===== config.mk =====
export PLATFORM = sky130hd
export DESIGN_NAME = fetch_unit
export DESIGN_NICKNAME = d
export VERILOG_FILES = /design/src/rtl/fetch_unit.sv
export SDC_FILE = /design/constraint.sdc
export NUM_CORES = 1
export LEC_CHECK = 0
export CAP_MARGIN = 15
export CORE_UTILIZATION = 50
export DETAILED_ROUTE_END_ITERATION = 7
export PLACE_DENSITY = 0.85
export SLEW_MARGIN = 20
export SYNTH_ARGS = -nofsm -noshare
export SYNTH_HDL_FRONTEND = slang
export SYNTH_SLANG_ARGS = --single-unit

===== constraint.sdc =====
create_clock -name clk -period 3.1 [get_ports clk]
set_input_delay 0.31 -clock clk [delete_from_list [all_inputs] [get_ports clk]]
set_output_delay 0.31 -clock clk [all_outputs]
set_load 0.01 [all_outputs]

===== src/rtl/fetch_unit.sv =====
`default_nettype none
// ============================================================================
// Module      : fetch_unit
// Description : Instruction fetch stage. Holds the PC, issues one request at
//               a time to instruction memory, and buffers a single returned
//               instruction (with its PC and opcode) for decode. A redirect
//               from execute replaces the PC and squashes any in-flight fetch.
//
// Ports:
//   clk          system clock, all state updates on the rising edge
//   rst          synchronous reset, active-high
//   imem_req     fetch request valid
//   imem_addr    word-aligned fetch address
//   imem_ready   memory accepts the request this cycle
//   imem_rvalid  read data valid (in order, >= 1 cycle after acceptance)
//   imem_rdata   instruction word from memory
//   redirect     taken branch/jump pulse
//   redirect_pc  target PC of the redirect (low two bits ignored)
//   stall        decode cannot consume this cycle
//   inst_valid   inst / inst_pc / opcode valid for decode
//   inst         buffered instruction word
//   inst_pc      address of the buffered instruction
//   opcode       inst[6:0]
//
// Revision    : 1.0 - initial release
// ============================================================================
module fetch_unit #(
    parameter int              XLEN     = 32,
    parameter logic [XLEN-1:0] RESET_PC = 32'h0000_0000
) (
    input  logic            clk,
    input  logic            rst,
    output logic            imem_req,
    output logic [XLEN-1:0] imem_addr,
    input  logic            imem_ready,
    input  logic            imem_rvalid,
    input  logic [XLEN-1:0] imem_rdata,
    input  logic            redirect,
    input  logic [XLEN-1:0] redirect_pc,
    input  logic            stall,
    output logic            inst_valid,
    output logic [XLEN-1:0] inst,
    output logic [XLEN-1:0] inst_pc,
    output logic [6:0]      opcode
);

    localparam logic [1:0] c_st_req  = 2'd0;  // request presented
    localparam logic [1:0] c_st_wait = 2'd1;  // request accepted, response pending
    localparam logic [1:0] c_st_full = 2'd2;  // output buffer occupied

    logic [1:0]      r_state;
    logic [XLEN-1:0] r_pc;        // always word aligned
    logic [XLEN-1:0] r_req_pc;    // address of the outstanding request
    logic            r_kill;      // outstanding response must be dropped
    logic            r_inst_valid;
    logic [XLEN-1:0] r_inst;
    logic [XLEN-1:0] r_inst_pc;

    logic [XLEN-1:0] w_redirect_pc;
    logic            w_unused;

    // The low two bits of a redirect target carry no information.
    assign w_redirect_pc = {redirect_pc[XLEN-1:2], 2'b00};
    assign w_unused      = ^redirect_pc[1:0];

    // r_pc is kept aligned at every write, so it can drive the address directly.
    assign imem_addr  = r_pc;
    // Gating with redirect guarantees no request is accepted in a redirect cycle.
    assign imem_req   = (r_state == c_st_req) & ~redirect & ~rst;

    assign inst_valid = r_inst_valid;
    assign inst       = r_inst;
    assign inst_pc    = r_inst_pc;
    assign opcode     = r_inst[6:0];

    always_ff @(posedge clk) begin
        if (rst) begin
            r_state      <= c_st_req;
            r_pc         <= {RESET_PC[XLEN-1:2], 2'b00};
            r_req_pc     <= '0;
            r_kill       <= 1'b0;
            r_inst_valid <= 1'b0;
            r_inst       <= '0;
            r_inst_pc    <= '0;
        end else if (redirect) begin
            r_pc         <= w_redirect_pc;
            r_inst_valid <= 1'b0;
            if (r_state == c_st_wait && !imem_rvalid) begin
                // Response still owed by memory: remember to discard it.
                r_kill  <= 1'b1;
                r_state <= c_st_wait;
            end else begin
                // Either nothing outstanding, or the response arrives now and
                // is simply not captured.
                r_kill  <= 1'b0;
                r_state <= c_st_req;
            end
        end else begin
            case (r_state)
                c_st_req: begin
                    if (imem_ready) begin
                        r_req_pc <= r_pc;
                        r_state  <= c_st_wait;
                    end
                end
                c_st_wait: begin
                    if (imem_rvalid) begin
                        if (r_kill) begin
                            r_kill  <= 1'b0;
                            r_state <= c_st_req;
                        end else begin
                            r_inst       <= imem_rdata;
                            r_inst_pc    <= r_req_pc;
                            r_inst_valid <= 1'b1;
                            r_pc         <= r_req_pc + XLEN'(4);
                            r_state      <= c_st_full;
                        end
                    end
                end
                c_st_full: begin
                    if (r_inst_valid && !stall) begin
                        r_inst_valid <= 1'b0;
                        r_state      <= c_st_req;
                    end
                end
                default: begin
                    r_state <= c_st_req;
                end
            endcase
        end
    end

endmodule
`default_nettype wire


* Word-level counts from Yosys, hierarchy flattened
Index checks and enable logic that the tools add are counted.
** Cells by class
- Add/sub/neg operators :: 1
- Equality and inequality tests :: 9
- Mux-type cells :: 19
- Bitwise logic cells :: 5
- Reductions and logical operators :: 16
** Operators by type and width (number)
- $mux 32 :: 4
- $add 32x3->32 const B :: 1
- $reduce_and 3->1 :: 4
- $mux 2 :: 5
- $ne 3x3->1 const B :: 3
- $mux 1 :: 8
- $ne 2x2->1 const B :: 4
- $reduce_and 4->1 :: 2
- $pmux 2 s3 :: 1
- $reduce_bool 2->1 :: 3
- $not 1->1 :: 3
- $and 1x1->1 :: 2
- $eq 2x1->1 const B :: 1
- $eq 2x2->1 const B :: 1
- $logic_and 1x1->1 :: 2
- $logic_not 1->1 :: 2
- $logic_not 2->1 :: 1
- $pmux 1 s2 :: 1
- $reduce_and 2->1 :: 1
- $reduce_or 2->1 :: 1
** Word-level totals
- Bits in registers :: 132
- Input port bits :: 70
- Output and inout port bits :: 105
- Word-level logic and storage cells :: 58

* Longest topological paths before layout
- Depth after elaboration :: 5
- Mapped depth :: 7
- Depth with buffers taken out :: 6

* Worst setup path after synthesis
Ideal clock, no wire load.
- Path type :: register to register
- From :: reg r_req_pc[2]
- To :: reg r_pc[30] (netlist: imem_addr[30])
- Setup time :: 126 ps
- Arrival time :: 1714 ps
- Data required time :: 2974 ps
- Path slack :: 1260 ps
- Cell stages (with the launch flop) :: 7
- Path buffers :: 0
- Clock period less this slack :: 1840 ps
- Path through :: dfxtp_1 -> ha_1 -> nand3_1 -> or4_2 -> nor3_1 -> or4_1 -> o211ai_1
** Between the ends
- Longest elaborated chain between the ends :: 5
** RTL lines
- from (decl) :: line 53 : logic [XLEN-1:0] r_req_pc;
- from (signal assigned) :: line 102 : r_req_pc <= r_pc;
- $add 32x3->32 :: line 115 : r_pc <= r_req_pc + XLEN'(4);
- $mux 32 :: line 108 : if (r_kill) begin
- $mux 32 :: line 107 : if (imem_rvalid) begin
- $mux 32 :: line 99 : case (r_state)
- $mux 32 :: line 85 : end else if (redirect) begin
- to (signal assigned) :: line 79 : r_pc <= {RESET_PC[XLEN-1:2], 2'b00};
- to (signal assigned) :: line 86 : r_pc <= w_redirect_pc;
- to (signal assigned) :: line 115
- to (decl) :: line 52 : logic [XLEN-1:0] r_pc;
No other way between the ends. The select of a mux whose other input is x is not followed.
A chain may end at the register's enable or synchronous reset.

* Worst setup path in the final report
- From :: reg r_req_pc[2]
- To :: reg r_pc[18] (netlist: imem_addr[18])
The elaborated chain is that of the path after synthesis.

==> impl_metrics.csv <==
group,metric,value,unit
timing,worst_pin_slew,1.05,ns
clock_network,worstSkewPairLatency,0.52,ns
worst_setup_path,r2r-start,"r_req_pc[2]",
detailed_routing,drtIter0Drc,341,
die,rows,38,
placed_design,placed_cells,980,
clock_network,numClockSinks,132,
worst_setup_path,crit_type,"register to register",
clock_network,cts_buffer_depth,2,
clock_network,cts_made_buffers,17,
detailed_routing,vias_per_cell,5.64,
min_path,hold_class,"input pin to register",
clock_network,ctsResizeCount,0,
detailed_routing,dr.pass1.iters,7,
clock_network,clockRootBuffer,"clkbuf_8",
timing,setup-violations-final,0,
logic_synthesis,yosys_warnings,0,
worst_setup_path,arrival,2.70,ns
cells_and_area,layout-drive-gt1-share,0.0688,
placed_design,placedInstanceArea,7310,um2
logic_synthesis,ys_types,54,
die,start_util,0.515,
detailed_routing,vias,5707,
timing,period_share,0.755,
timing,rsz0062_at_grt,"no",
logic_synthesis,avgSynthCellArea,7.77,um2
timing,hold_violations,0,
worst_setup_path,regToRegEndpoint,"imem_addr[18]",
detailed_routing,drc,0,
timing,clock_skew,0.0112,ns
worst_setup_path,worst-path-max-fanout,6,
power_and_ir_drop,vdd_drop_max,0.000345,V
timing,maxSlewHeadroom,0.299,
timing,fin_crit,2.34,ns
global_routing,grt_pass1_wl,25800,um
placed_design,dpl.hpwl,10900,um
flow_run,drv_cap,0,
die,die_width,108,um
min_path,min_from,"rst",
global_routing,grtUsageTotal,0.281,
detailed_routing,drtAntennaViolNets,0,
clock_network,tritoncts,"built",
timing,maxSlewViolCount,0,
clock_network,hold_buffers,0,
cells_and_area,layout_commonest_cell,"nand2_1",
logic_synthesis,synth_edf_count,0,
power_and_ir_drop,p_leak,0.00266,uW
global_routing,grt_pass1_vias,5462,
global_routing,antenna_found_initial,0,
min_path,min_path_cells,2,
worst_setup_path,critPathRequiredTime,3.46,ns
logic_synthesis,synth-main-ff-cell,"dfxtp_1",
die,ioPinCount,175,
cells_and_area,finalNonFillerCells,1012,
logic_synthesis,syn_area,5610,um2
placed_design,io_buffers,172,
logic_synthesis,synth_fp_nets,793,
power_and_ir_drop,totalPowerFinal,4140,uW
outcome,outcome,"complete, no violations",
die,design.core.area,10900,um2
power_and_ir_drop,power.density,524,nW/um2
cells_and_area,antenna_cells,0,
timing,tns,0,ns
logic_synthesis,ys_seq_elements,132,
detailed_routing,wl_per_cell,16.0,um
timing,whs,0.192,ns
global_routing,grt_max_degree,104,
die,fp.dieH,108,um
cells_and_area,fin_area,7900,um2
worst_setup_path,rr_worst_depth,6,
cells_and_area,syn2layout_area_growth,40.9,%
min_path,hold_end,"r_req_pc[31]",
placed_design,place.gp.congestion,0.873,
clock_network,postCtsSetupBuffers,0,
clock_network,clk_pin_slew,0.06,ns
clock_network,htree_levels,4,
worst_setup_path,startpoint_type,"register",
timing,fmax,427,MHz
worst_setup_path,endpoint_kind,"register",
detailed_routing,wl,16200,um
cells_and_area,layout_common_cells,"nand2_1 (220), clkdlybuf4s50_1 (170), dfxtp_1 (132)",
logic_synthesis,asyncSetResetFlopFracSynth,0,
worst_setup_path,rrSetupSlack,0.76,ns
global_routing,overflow,0,
die,dieArea,11600,um2
logic_synthesis,synth-seq-area-share,0.471,
cells_and_area,nets,930,
logic_synthesis,synthCells,722,
## worst max-delay path, cell delays in order (launching register included)
cell and delay (ns):
dfxtp_1 0.42, ha_1 0.30, nand3_1 0.29, nor4_1 0.67, xnor2_1 0.22, o221ai_1 0.14, nor2b_1 0.16
## per-stage QoR
step            util  setup WS (ns)
3_5_place_dp   0.671          0.791
2_1_floorplan      -           1.26
4_1_cts        0.726          0.836
6_report       0.726          0.761
3_3_place_gp   0.671          0.896
5_1_grt        0.726          0.642
## power breakdown
group | total [uW] | internal (uW) | leakage [uW] | switching (uW)
clock network | 2010 | 1240 | 0.000284 | 771
logic | 347 | 181 | 0.00131 | 165
registers | 1780 | 1740 | 0.00107 | 44.0
## how the worst max path moves through the flow
stage / from / end / slack [ns] / cells after the start
2_1_floorplan: r_req_pc[2] / imem_addr[30] / 1.26 / 6
3_3_place_gp: imem_rvalid / inst_pc[12] / 0.90 / 6
3_5_place_dp: imem_rvalid / inst[12] / 0.79 / 6
4_1_cts: r_req_pc[2] / imem_addr[18] / 0.84 / 6
5_1_grt: r_req_pc[2] / imem_addr[18] / 0.64 / 6
6_report: r_req_pc[2] / imem_addr[18] / 0.76 / 6
## metal layers
| metal | up-vias | GRT usage | wire, um |
|---|---|---|---|
| met2 | 245 | 0.494 | 8300 |
| met1 | 2720 | 0.334 | 6530 |
| met5 | - | 0 | 0 |
| li1 | 2693 | - | - |
| met4 | 0 | 0.131 | 507 |
| met3 | 49 | 0.0452 | 869 |
## Yosys cell counts, types with 3 or more instances
library cell  count  area (um2)
a211oi_1          8        60.1
a211oi_2          5        62.6
a21oi_1         128         641
a221oi_1          5        43.8
and4_1            3        26.3
buf_1             4        15.0
buf_4             9        67.6
buf_6             4        45.0
clkbuf_1         44         165
dfxtp_1         132        2640
inv_1             6        22.5
nand2_1         220         826
nand3_1          14        70.1
nand4_1           3        18.8
nor2_1           48         180
nor3_1           11        55.1
nor3b_1           3        22.5
nor4_1            8        50.1
o21ai_0           3        15.0
or3_1             3        18.8
xnor2_1          13         114
xor2_1            9        78.8
## cell families (layout without fill, tap and decap cells)
| kind of cell | Yosys count | in the layout | share of synthesized area |
|---|---|---|---|
| xor gates and xnor gates | 22 | 22 | 0.0343 |
| muxes | 2 | 2 | 0.00379 |
| and+or+nand+nor | 334 | 334 | 0.265 |
| DFF | 132 | 132 | 0.471 |
| buffers and inverters | 70 | 220 | 0.0595 |
| AOI/OAI and AO/OA | 161 | 161 | 0.164 |
| adders and majority gates | 1 | 1 | 0.00223 |
## cell type report
class / count / area, um2
fill: 811 / 2980
timing repair buffer: 182 / 1800
sequential: 132 / 2640
tap: 140 / 175
clock buffer: 19 / 422
inverter: 6 / 22.5
multi-input combinational: 520 / 2670
clock inverter: 13 / 175
## registers in the layout, summed over array words and instances, names as in the netlist
register,count
inst_valid,1
inst_pc,32
r_kill,1
imem_addr,32
inst,32
r_req_pc,32
r_state,2
(Power assumes the default switching activity.)
